[src/rtl/generic_sram_arbiter_if.sv]
// Requester-side bus of the SRAM arbiter: per-master req/we/be/addr/wdata in,
// one-hot gnt/rvalid and a shared rdata out.
interface generic_sram_arbiter_if #(
  parameter int NUM_MASTERS = 2,
  parameter int ADDR_SIZE   = 10,
  parameter int WORD_SIZE   = 32,
  parameter int BE_WIDTH    = 4
);
  logic [NUM_MASTERS-1:0]           req;
  logic [NUM_MASTERS-1:0]           we;
  logic [NUM_MASTERS*BE_WIDTH-1:0]  be;
  logic [NUM_MASTERS*ADDR_SIZE-1:0] addr;
  logic [NUM_MASTERS*WORD_SIZE-1:0] wdata;
  logic [NUM_MASTERS-1:0]           gnt;
  logic [NUM_MASTERS-1:0]           rvalid;
  logic [WORD_SIZE-1:0]             rdata;

  modport master (output req, we, be, addr, wdata, input gnt, rvalid, rdata);
  modport slave  (input req, we, be, addr, wdata, output gnt, rvalid, rdata);
endinterface

[src/rtl/generic_sram_arbiter.sv]
// Round-robin arbiter sharing one single-port active-low SRAM between
// NUM_MASTERS requesters; routes each registered response back to its issuer.
module generic_sram_arbiter #(
  parameter int NUM_MASTERS = 2,
  parameter int ADDR_SIZE   = 10,
  parameter int WORD_SIZE   = 32,
  parameter int BE_WIDTH    = 4
) (
  input  logic                 clk,
  input  logic                 rst_n,
  generic_sram_arbiter_if.slave bus,
  output logic [ADDR_SIZE-1:0] sram_addr,
  output logic                 sram_ce_n,
  output logic                 sram_we_n,
  output logic [BE_WIDTH-1:0]  sram_be_n,
  output logic [WORD_SIZE-1:0] sram_wdata,
  input  logic [WORD_SIZE-1:0] sram_rdata
);
  localparam int PTR_W = $clog2(NUM_MASTERS);

  logic [PTR_W-1:0] r_rr_ptr;
  logic [PTR_W-1:0] r_rsp_id;
  logic             r_rsp_vld;
  logic             r_rsp_rd;

  logic [PTR_W-1:0] w_winner;
  logic [PTR_W:0]   w_idx;
  logic             w_found;
  logic             w_grant_vld;

  // NOTE: every variable gets a default at the top of always_comb so no path
  // leaves it unassigned, which would otherwise infer a latch.
  always_comb begin
    w_winner = '0;
    w_found  = 1'b0;
    w_idx    = '0;
    for (int i = 0; i < NUM_MASTERS; i++) begin
      w_idx = {1'b0, r_rr_ptr} + (PTR_W+1)'(i);
      if (w_idx >= (PTR_W+1)'(NUM_MASTERS)) w_idx = w_idx - (PTR_W+1)'(NUM_MASTERS);
      if (!w_found && bus.req[w_idx[PTR_W-1:0]]) begin
        w_found  = 1'b1;
        w_winner = w_idx[PTR_W-1:0];
      end
    end
    // Grant is suppressed while reset is held so nothing reaches the SRAM.
    w_grant_vld = w_found && rst_n;
  end

  always_comb begin
    bus.gnt    = '0;
    sram_ce_n  = 1'b1;
    sram_we_n  = 1'b1;
    sram_be_n  = '1;
    sram_addr  = '0;
    sram_wdata = '0;
    if (w_grant_vld) begin
      bus.gnt[w_winner] = 1'b1;
      sram_ce_n  = 1'b0;
      sram_we_n  = ~bus.we[w_winner];
      sram_be_n  = ~bus.be[w_winner*BE_WIDTH +: BE_WIDTH];
      sram_addr  = bus.addr[w_winner*ADDR_SIZE +: ADDR_SIZE];
      sram_wdata = bus.wdata[w_winner*WORD_SIZE +: WORD_SIZE];
    end
  end

  // NOTE: sequential state uses non-blocking assignments so every register
  // samples the pre-edge values regardless of statement order.
  always_ff @(posedge clk or negedge rst_n) begin
    if (!rst_n) begin
      r_rr_ptr  <= '0;
      r_rsp_vld <= 1'b0;
      r_rsp_id  <= '0;
      r_rsp_rd  <= 1'b0;
    end else begin
      if (w_grant_vld) begin
        r_rr_ptr <= (w_winner == PTR_W'(NUM_MASTERS-1)) ? '0 : w_winner + 1'b1;
      end
      r_rsp_vld <= w_grant_vld;
      r_rsp_id  <= w_winner;
      r_rsp_rd  <= ~bus.we[w_winner];
    end
  end

  // The SRAM only refreshes dataout on reads, so write responses return zero.
  always_comb begin
    bus.rvalid = '0;
    if (r_rsp_vld) bus.rvalid[r_rsp_id] = 1'b1;
    bus.rdata = (r_rsp_vld && r_rsp_rd) ? sram_rdata : '0;
  end
endmodule
[src/flat_wrapper.sv]
// flat-port wrapper written by rule: the top's interface ports become plain ports
module generic_sram_arbiter_flat 
#(
  parameter int NUM_MASTERS = 2,
  parameter int ADDR_SIZE   = 10,
  parameter int WORD_SIZE   = 32,
  parameter int BE_WIDTH    = 4
)
  (clk, rst_n, sram_addr, sram_ce_n, sram_we_n, sram_be_n, sram_wdata, sram_rdata, bus_req, bus_we, bus_be, bus_addr, bus_wdata, bus_gnt, bus_rvalid, bus_rdata);
  generic_sram_arbiter_if #(.NUM_MASTERS(NUM_MASTERS), .ADDR_SIZE(ADDR_SIZE), .WORD_SIZE(WORD_SIZE), .BE_WIDTH(BE_WIDTH)) bus_i ();
  input  logic clk;
  input  logic rst_n;
  output logic [ADDR_SIZE-1:0] sram_addr;
  output logic sram_ce_n;
  output logic sram_we_n;
  output logic [BE_WIDTH-1:0] sram_be_n;
  output logic [WORD_SIZE-1:0] sram_wdata;
  input  logic [WORD_SIZE-1:0] sram_rdata;
  input wire logic [$bits(bus_i.req)-1:0] bus_req;
  input wire logic [$bits(bus_i.we)-1:0] bus_we;
  input wire logic [$bits(bus_i.be)-1:0] bus_be;
  input wire logic [$bits(bus_i.addr)-1:0] bus_addr;
  input wire logic [$bits(bus_i.wdata)-1:0] bus_wdata;
  output wire logic [$bits(bus_i.gnt)-1:0] bus_gnt;
  output wire logic [$bits(bus_i.rvalid)-1:0] bus_rvalid;
  output wire logic [$bits(bus_i.rdata)-1:0] bus_rdata;
  assign bus_i.req = bus_req;
  assign bus_i.we = bus_we;
  assign bus_i.be = bus_be;
  assign bus_i.addr = bus_addr;
  assign bus_i.wdata = bus_wdata;
  assign bus_gnt = bus_i.gnt;
  assign bus_rvalid = bus_i.rvalid;
  assign bus_rdata = bus_i.rdata;
  generic_sram_arbiter #(.NUM_MASTERS(NUM_MASTERS), .ADDR_SIZE(ADDR_SIZE), .WORD_SIZE(WORD_SIZE), .BE_WIDTH(BE_WIDTH)) u_core (.clk(clk), .rst_n(rst_n), .bus(bus_i), .sram_addr(sram_addr), .sram_ce_n(sram_ce_n), .sram_we_n(sram_we_n), .sram_be_n(sram_be_n), .sram_wdata(sram_wdata), .sram_rdata(sram_rdata));
endmodule
[config.mk]
export PLATFORM = sky130hd
export DESIGN_NAME = generic_sram_arbiter_flat
export DESIGN_NICKNAME = d
export VERILOG_FILES = /design/src/rtl/generic_sram_arbiter_if.sv /design/src/rtl/generic_sram_arbiter.sv /design/src/flat_wrapper.sv
export SDC_FILE = /design/constraint.sdc
export NUM_CORES = 1
export LEC_CHECK = 0
export BUFFER_PORTS_ARGS = -buffer_cell sky130_fd_sc_hd__buf_4
export CAP_MARGIN = 20
export CORE_AREA = 2 2 82 84
export DETAILED_ROUTE_END_ITERATION = 6
export DIE_AREA = 0 0 84 86
export SYNTH_ARGS = -nofsm -noshare
export SYNTH_HDL_FRONTEND = slang
export SYNTH_SLANG_ARGS = --single-unit
[constraint.sdc]
create_clock -name clk -period 3.3 [get_ports clk]
set_input_delay 0.66 -clock clk [delete_from_list [all_inputs] [get_ports clk]]
set_output_delay 0.66 -clock clk [all_outputs]
set_load 0.03 [all_outputs]
==> results of run 1 <==
[metal layers]
layer  track usage, %  vias up  part of all wire (%)
li1                 -     1136                     -
met1             19.1      942                    39
met2             30.3      136                    50
met3             2.69       12                   8.5
met4             5.13        0                   2.2
met5                0        -                     0
[power groups by stage]
stage	clock, mW	sequential (mW)	combinational [mW]
4_1_cts	0.104	0.0720	0.503
2_1_floorplan	0	0.0601	0.287
3_3_place_gp	0	0.0720	0.499
3_5_place_dp	0	0.0725	0.502
6_report	0.101	0.0725	0.499
5_1_grt	0.108	0.0744	0.534
[logic make-up after synthesis]
group                  share of synthesized area (%)
and+or+nand+nor                                 52.5
AOI/OAI and AO/OA                               24.1
buffers and inverters                           14.4
DFF                                             8.19
muxes                                          0.819
[worst paths after layout]
kind                                       from               to  slack, ns  depth (start not counted)
worst min register to register  u_core.r_rr_ptr  u_core.r_rr_ptr       0.59                          1
min in group clk                u_core.r_rr_ptr  u_core.r_rr_ptr       0.59                          1
worst max-delay path                 bus_req[1]     sram_be_n[3]       0.78                          6
worst min-delay path                      rst_n  u_core.r_rr_ptr       0.39                          1
worst max register to register  u_core.r_rr_ptr  u_core.r_rsp_rd       2.19                          4
max in group asynchronous                 rst_n  u_core.r_rsp_id       2.60                          1
[cells in the final DEF (no fill, tap or decap), types with 3 or more instances in the layout]
cell      netlist  routed
o21ai_1        33      33
buf_4           0     215
nand2_1        45      45
and3_1         37      37
o21ai_2         7       7
dfrtp_1         4       4
nand3_1        42      42
o21ai_0         4       4
clkbuf_8        0       3
a31oi_1         5       5
[flip-flops by register name (all words and copies together) (netlist names)]
name and flops:
u_core.r_rsp_rd 1, u_core.r_rr_ptr 1, u_core.r_rsp_id 1, u_core.r_rsp_vld 1
[critical path, stage by stage]
cell and delay [ns]:
buf_4 0.14, a21boi_4 0.17, buf_4 0.41, and3_1 0.22, a31oi_1 0.04, buf_4 0.19
[stage by stage]
step,cell area (um2),cells,utilization (%)
final,2830,483,45.1
after global routing,2830,483,45.1
after CTS,2830,483,45.1
after detailed placement,2790,480,44.5
after global placement,2790,480,44.5
after floorplan,1220,213,-
[area by class of cell]
type                       count  area, um2  area share (%)
clock buffer                   3       41.3            1.46
timing repair buffer         216       1630            57.7
sequential                     4        100            3.53
inverter                       2       7.51           0.265
tap                           77       96.3            3.40
multi-input combinational    181        953            33.7
==> results.ini, run 1 <==
[run_status]
status = completed

[cts]
insertion_delay_ns = 0.21
cts-root-buf = clkbuf_8
cts_buffers = 3
postCtsSetupRepairBufs = 0
cts_tree = done
cts_resized = 0
hold_buffers = 0
htreeDepth = 1
cts_sinks = 4
cts_buffer_depth = 2
path_clk_slew_ns = 0.03

[cells_and_area]
fill_cells = 649
nets = 538
layout-drive-gt1-share_pct = 56.4
insertedDiodeCount = 0
syn2layout_area_growth_pct = 132

[logic_synthesis]
yosys_most_used_dff = dfrtp_1
synthTopCellsByArea = and3_1 (19%), nand3_1 (17%), nand2_1 (14%)
yosysMostFrequentCell = nand2_1
synth.avg_cell_area_um2 = 5.74
synth_area_leader_cell = and3_1
synth_area_um2 = 1220
synthCells = 213
async_flop_share_pct = 100
synth.distinct_cells = 20
synth-edff-count = 0
ys_ff_latch = 4
syn_nets = 343
synthTopCellsByCount = nand2_1 (45), nand3_1 (42), and3_1 (37)
ys_seq_area_share_pct = 8.19
yosys_warnings = 0
yosys.area.top_type_share_pct = 18.9

[placement]
pre_cts_ws_ns = 0.778
hpwl_mm = 5.12
gp_congestion = 0.738
io_buffers = 213

[route]
routed_wirelength_mm = 6.46
first_pass_iters = 4
ant_nets = 0
vias = 2226
initialDrtViolationCount = 56
wl_per_cell_um = 13.4
drc_errors = 0
vias_per_cell = 4.61

[timing]
drv_slew = 0
skew_ns = 0.000799
fin_ws_ns = 0.777
fin_crit_sh_pct = 76.4
tightest_slew_ns = 0.776
rsz0062_at_grt = false
maxSlewHeadroom_pct = 48.3
hold_viol = 0
final-setup-viol-count = 0
timing.fmax_ghz = 0.396
holdWs_ns = 0.391
fin_crit_ns = 2.52
setup-tns-final_ns = 0

[power_and_ir_drop]
combPwrFrac_pct = 74.2
power.internal_mw = 0.358
max-vdd-ir-drop_mv = 0.160
powerDensity_nw_per_um2 = 237
p_leak_nw = 1.62
p_switching_mw = 0.314
seqPwrFrac_pct = 10.8
p_total_mw = 0.672
clockPowerShare_pct = 15.0
switching_share_pct = 46.8

[global_routing]
grt_pass1_wl_mm = 9.94
antenna_found_initial = 0
grt-ovfl-total = 0
grt_use_total_pct = 16.3
grt_max_degree = 56
grt_pass1_vias = 2104

[critical_path]
cp-end-kind = primary output
critical_path_class = in -> out
cp.required_ns = 2.64
start_kind = primary input
path_max_fanout = 45
critPathArrivalTime_ns = 1.86

[floorplanning]
fp.dieW_um = 84
die_area_um2 = 7220
start_util_pct = 19.5
core_area_um2 = 6280
die-height_um = 86
ios = 214
core.rowCount = 29

[flow_run]
max_cap_violations = 0

[min_path]
min_path_type = in -> async

Power figures use the tool's default switching activity.
==> inputs of run 2 (changes only) <==
clock period = 2.05 ns   (was 3.3 ns; I/O delays follow)
==> results.ini, run 2 (same netlist as run 1, synthesis figures left out) <==
[critical_path]
critPathArrivalTime_ns = 1.49
path_cells = nand2b_1 > nand2_2 > buf_4 > o21ai_1 > buf_4
path_common_cell = buf_4
cpPeakStageDelay_ns = 0.42
worst_path_max_delay_cell = dfrtp_1
cp-end-kind = primary output
cp.required_ns = 1.64
path_max_fanout = 20
start_kind = register
critical_path_class = reg -> out

[timing]
rsz0062_at_grt = false
hold_viol = 0
fin_crit_sh_pct = 92.4
final-setup-viol-count = 0
fin_crit_ns = 1.90
fin_ws_ns = 0.155
holdWs_ns = 0.246
drv_slew = 0
skew_ns = 0.00173
maxSlewHeadroom_pct = 83.8
timing.fmax_ghz = 0.528
tightest_slew_ns = 0.241
setup-tns-final_ns = 0

[power_and_ir_drop]
seqPwrFrac_pct = 8.7
p_total_mw = 1.11
max-vdd-ir-drop_mv = 0.150
p_switching_mw = 0.512
power.internal_mw = 0.596
switching_share_pct = 46.2
powerDensity_nw_per_um2 = 382
combPwrFrac_pct = 76.4
clockPowerShare_pct = 14.9
p_leak_nw = 1.65

[floorplanning]
core_area_um2 = 6280
die_area_um2 = 7220
ios = 214
start_util_pct = 19.5
die-height_um = 86
fp.dieW_um = 84
core.rowCount = 29

[cells_and_area]
final_cell_mix = buf_4 (218), nand2_1 (45), nand3_1 (42), and3_1 (37), o21ai_1 (33)
final_common_cell = buf_4
nets = 544
final_cells = 489
layout-drive-gt1-share_pct = 57.0
syn2layout_area_growth_pct = 137
insertedDiodeCount = 0

[route]
wl_per_cell_um = 13.3
routed_wirelength_mm = 6.50
drt-met1-wl_mm = 2.52
initialDrtViolationCount = 74
top_layer_used = met4
drc_errors = 0
met2WireLength_mm = 3.25
wl_met3_um = 564
vias = 2263
first_pass_iters = 4
vias_per_cell = 4.63
ant_nets = 0

[flow_run]
max_cap_violations = 0

[global_routing]
grt_use_total_pct = 16.5
grt_pass1_wl_mm = 9.92
grt_pass1_vias = 2120
grt-ovfl-total = 0
antenna_found_initial = 0
grt_max_degree = 59

[run_status]
status = completed

[min_path]
min_path_type = in -> async

[placement]
gp_congestion = 0.759
pre_cts_ws_ns = 0.181
hpwl_mm = 5.21
io_buffers = 213
place_inst = 486

[cts]
insertion_delay_ns = 0.22
cts_buffer_depth = 2
postCtsSetupRepairBufs = 0
htreeDepth = 1
cts-root-buf = clkbuf_8
path_clk_slew_ns = 0.03
cts_buffers = 3
cts_sinks = 4
hold_buffers = 0
cts_tree = done

## run 2: changes by cell type in the layout (fill, tap and decap cells not counted)
cell,change
buf_6,+2
buf_4,+3
buf_12,+1
## run 2: worst paths after layout
kind	startpoint	to	slack (ns)	cells after the start
max in group asynchronous	rst_n	u_core.r_rr_ptr	1.57	2
min in group clk	bus_we[0]	u_core.r_rsp_rd	0.38	2
setup reg to reg	u_core.r_rr_ptr	u_core.r_rsp_rd	0.95	4
hold reg to reg	u_core.r_rr_ptr	u_core.r_rr_ptr	0.59	2
setup / recovery	u_core.r_rr_ptr	sram_addr[5]	0.15	5
hold / removal	rst_n	u_core.r_rsp_vld	0.25	2
## run 2: critical path: cells and delay by family, from the launching register on
| family | cells | cell delay [ns] |
|---|---|---|
| compound gates | 1 | 0.11 |
| flops | 1 | 0.42 |
| buf+inv | 2 | 0.42 |
| simple gates | 2 | 0.30 |
## run 2: stage by stage
stage / area (um2) / utilization [%]
2_1_floorplan: 1220 / -
3_3_place_gp: 2850 / 45.4
3_5_place_dp: 2850 / 45.4
4_1_cts: 2890 / 46.0
5_1_grt: 2900 / 46.2
6_report: 2900 / 46.2
## run 2: power by group through the flow
stage / Combinational (mW) / Clock (mW) / Sequential (mW)
after floorplan: 0.462 / 0 / 0.0967
after global placement: 0.844 / 0 / 0.0969
after detailed placement: 0.850 / 0 / 0.0976
after CTS: 0.851 / 0.169 / 0.0967
after global routing: 0.909 / 0.181 / 0.0982
final: 0.847 / 0.165 / 0.0965
## run 2: layout make-up
cell class,instances,area (um2)
fill,661,3380
timing repair buffer,222,1700
multi-input combinational,181,953
sequential,4,100
tap,77,96.3
clock buffer,3,41.3
inverter,2,7.51
## run 2: layer usage
metal / vias to the layer above / track usage [%]
met2: 130 / 29.9
met5: - / 0
met1: 973 / 19.1
met4: 0 / 6.45
li1: 1148 / -
met3: 12 / 3.18
## run 2: repair_timing
item / in CTS / in global routing
resized for setup: 0 / 2
endpoints found under the hold margin: 0 / 0
setup endpoints to repair: 0 / 22
==> inputs of run 3 (changes only) <==
BUFFER_PORTS_ARGS = not set   (was -buffer_cell sky130_fd_sc_hd__buf_4)
CORE_AREA = 2 2 83 85   (was 2 2 82 84)
DIE_AREA = 0 0 85 87   (was 0 0 84 86)
DONT_BUFFER_PORTS = 1   (was not set)
clock period = 2.3 ns   (was 2.05 ns; I/O delays follow)
==> results.ini, run 3 (same netlist as run 1, synthesis figures left out) <==
[run_status]
status = completed

[timing]
tightest_slew_ns = 0.681
maxSlewHeadroom_pct = 54.6
drv_slew = 0
fin_crit_ns = 2.11
setup-tns-final_ns = 0
hold_viol = 0
rsz0062_at_grt = false
final-setup-viol-count = 0
fin_crit_sh_pct = 91.9
skew_ns = 0.000889
fin_ws_ns = 0.187
timing.fmax_ghz = 0.473

[power_and_ir_drop]
max-vdd-ir-drop_mv = 0.171
clockPowerShare_pct = 20.1
powerDensity_nw_per_um2 = 467
power.internal_mw = 0.341
p_total_mw = 0.732
switching_share_pct = 53.4
p_switching_mw = 0.391
p_leak_nw = 0.778
seqPwrFrac_pct = 14.0
combPwrFrac_pct = 65.9

[route]
ant_nets = 0
drc_errors = 0
wl_per_cell_um = 16.2
wl_met3_um = 568
drt-met1-wl_mm = 1.75
first_pass_iters = 4
routed_wirelength_mm = 5.09
top_layer_used = met4
vias = 1649
met2WireLength_mm = 2.74
initialDrtViolationCount = 53
vias_per_cell = 5.23

[cts]
cts_sinks = 4
path_clk_slew_ns = 0.03
postCtsSetupRepairBufs = 0
htreeDepth = 1
cts_buffer_depth = 2
insertion_delay_ns = 0.22
cts-root-buf = clkbuf_8
cts_tree = done
cts_buffers = 3

[cells_and_area]
layout-drive-gt1-share_pct = 24.3
syn2layout_area_growth_pct = 28.2
insertedDiodeCount = 0
final_cells = 315
nets = 367
final_common_cell = nand2_1
final_cell_mix = nand2_1 (45), nand3_1 (42), buf_4 (42), and3_1 (37), o21ai_1 (33)
final_area_um2 = 1570
fill_cells = 732

[floorplanning]
fp.dieW_um = 85
die_area_um2 = 7400
ios = 214
die-height_um = 87
core_area_um2 = 6570
start_util_pct = 18.6
core.rowCount = 30

[critical_path]
critPathArrivalTime_ns = 1.65
critical_path_class = reg -> out
cp.required_ns = 1.84
cp-end-kind = primary output
start_kind = register
path_max_fanout = 35
r2r_setup_slack_ns = 1.05

[placement]
hpwl_mm = 4.24
io_buffers = 0
placed_cell_area_um2 = 1520
gp_congestion = 0.813
place_inst = 311
pre_cts_ws_ns = 0.377

[global_routing]
grt_pass1_vias = 1285
grt_max_degree = 99
antenna_found_initial = 0
grt-ovfl-total = 0
grt_pass1_wl_mm = 6.62
grt_use_total_pct = 11.4

[flow_run]
max_cap_violations = 0

[min_path]
min_path_type = in -> reg

[run 3: worst paths after layout]
kind / from / cells past startpoint / endpoint
min in group asynchronous: rst_n / 1 / u_core.r_rsp_rd
max in group asynchronous: rst_n / 1 / u_core.r_rr_ptr
max: u_core.r_rr_ptr / 5 / sram_wdata[28]
min: bus_we[0] / 1 / u_core.r_rsp_rd
min reg2reg: u_core.r_rr_ptr / 2 / u_core.r_rr_ptr
max reg2reg: u_core.r_rr_ptr / 4 / u_core.r_rsp_rd
[run 3: layout make-up]
cell class	count	area [um2]	area share, %
multi-input combinational	181	953	60.8
tap	80	100	6.38
timing repair buffer	45	365	23.3
clock buffer	3	41.3	2.63
sequential	4	100	6.38
inverter	2	7.51	0.479
[run 3: critical path, stage by stage, from the launching register on]
cell and delay (ns):
dfrtp_1 0.43, a21boi_4 0.37, buf_12 0.24, nand3_1 0.09
o21ai_1 0.10, buf_4 0.18
[run 3: timing repair]
| item | CTS | global route |
|---|---|---|
| hold buffers | 1 | 0 |
| endpoints found under the hold margin | 4 | 0 |
| gates resized for setup | 0 | 0 |
[run 3: power by group through the flow]
stage | logic [mW] | clock network [mW] | registers [mW]
after floorplan | 0.412 | 0 | 0.0862
after global placement | 0.480 | 0 | 0.101
after detailed placement | 0.486 | 0 | 0.103
after CTS | 0.488 | 0.150 | 0.102
after global routing | 0.511 | 0.159 | 0.106
final | 0.482 | 0.147 | 0.102
[run 3: layer usage]
| layer | vias up | global-route usage [%] |
|---|---|---|
| met2 | 128 | 23.3 |
| met1 | 723 | 11.5 |
| met5 | - | 0 |
| met3 | 4 | 2.84 |
| met4 | 0 | 2.16 |
| li1 | 794 | - |
[run 3: through the flow]
stage / util [%] / hold slack, ns
6_report: 23.9 / 0.333
5_1_grt: 23.9 / 0.334
4_1_cts: 23.9 / 0.332
3_5_place_dp: 23.1 / 0.166
3_3_place_gp: 23.1 / 0.165
2_1_floorplan: - / 0.164
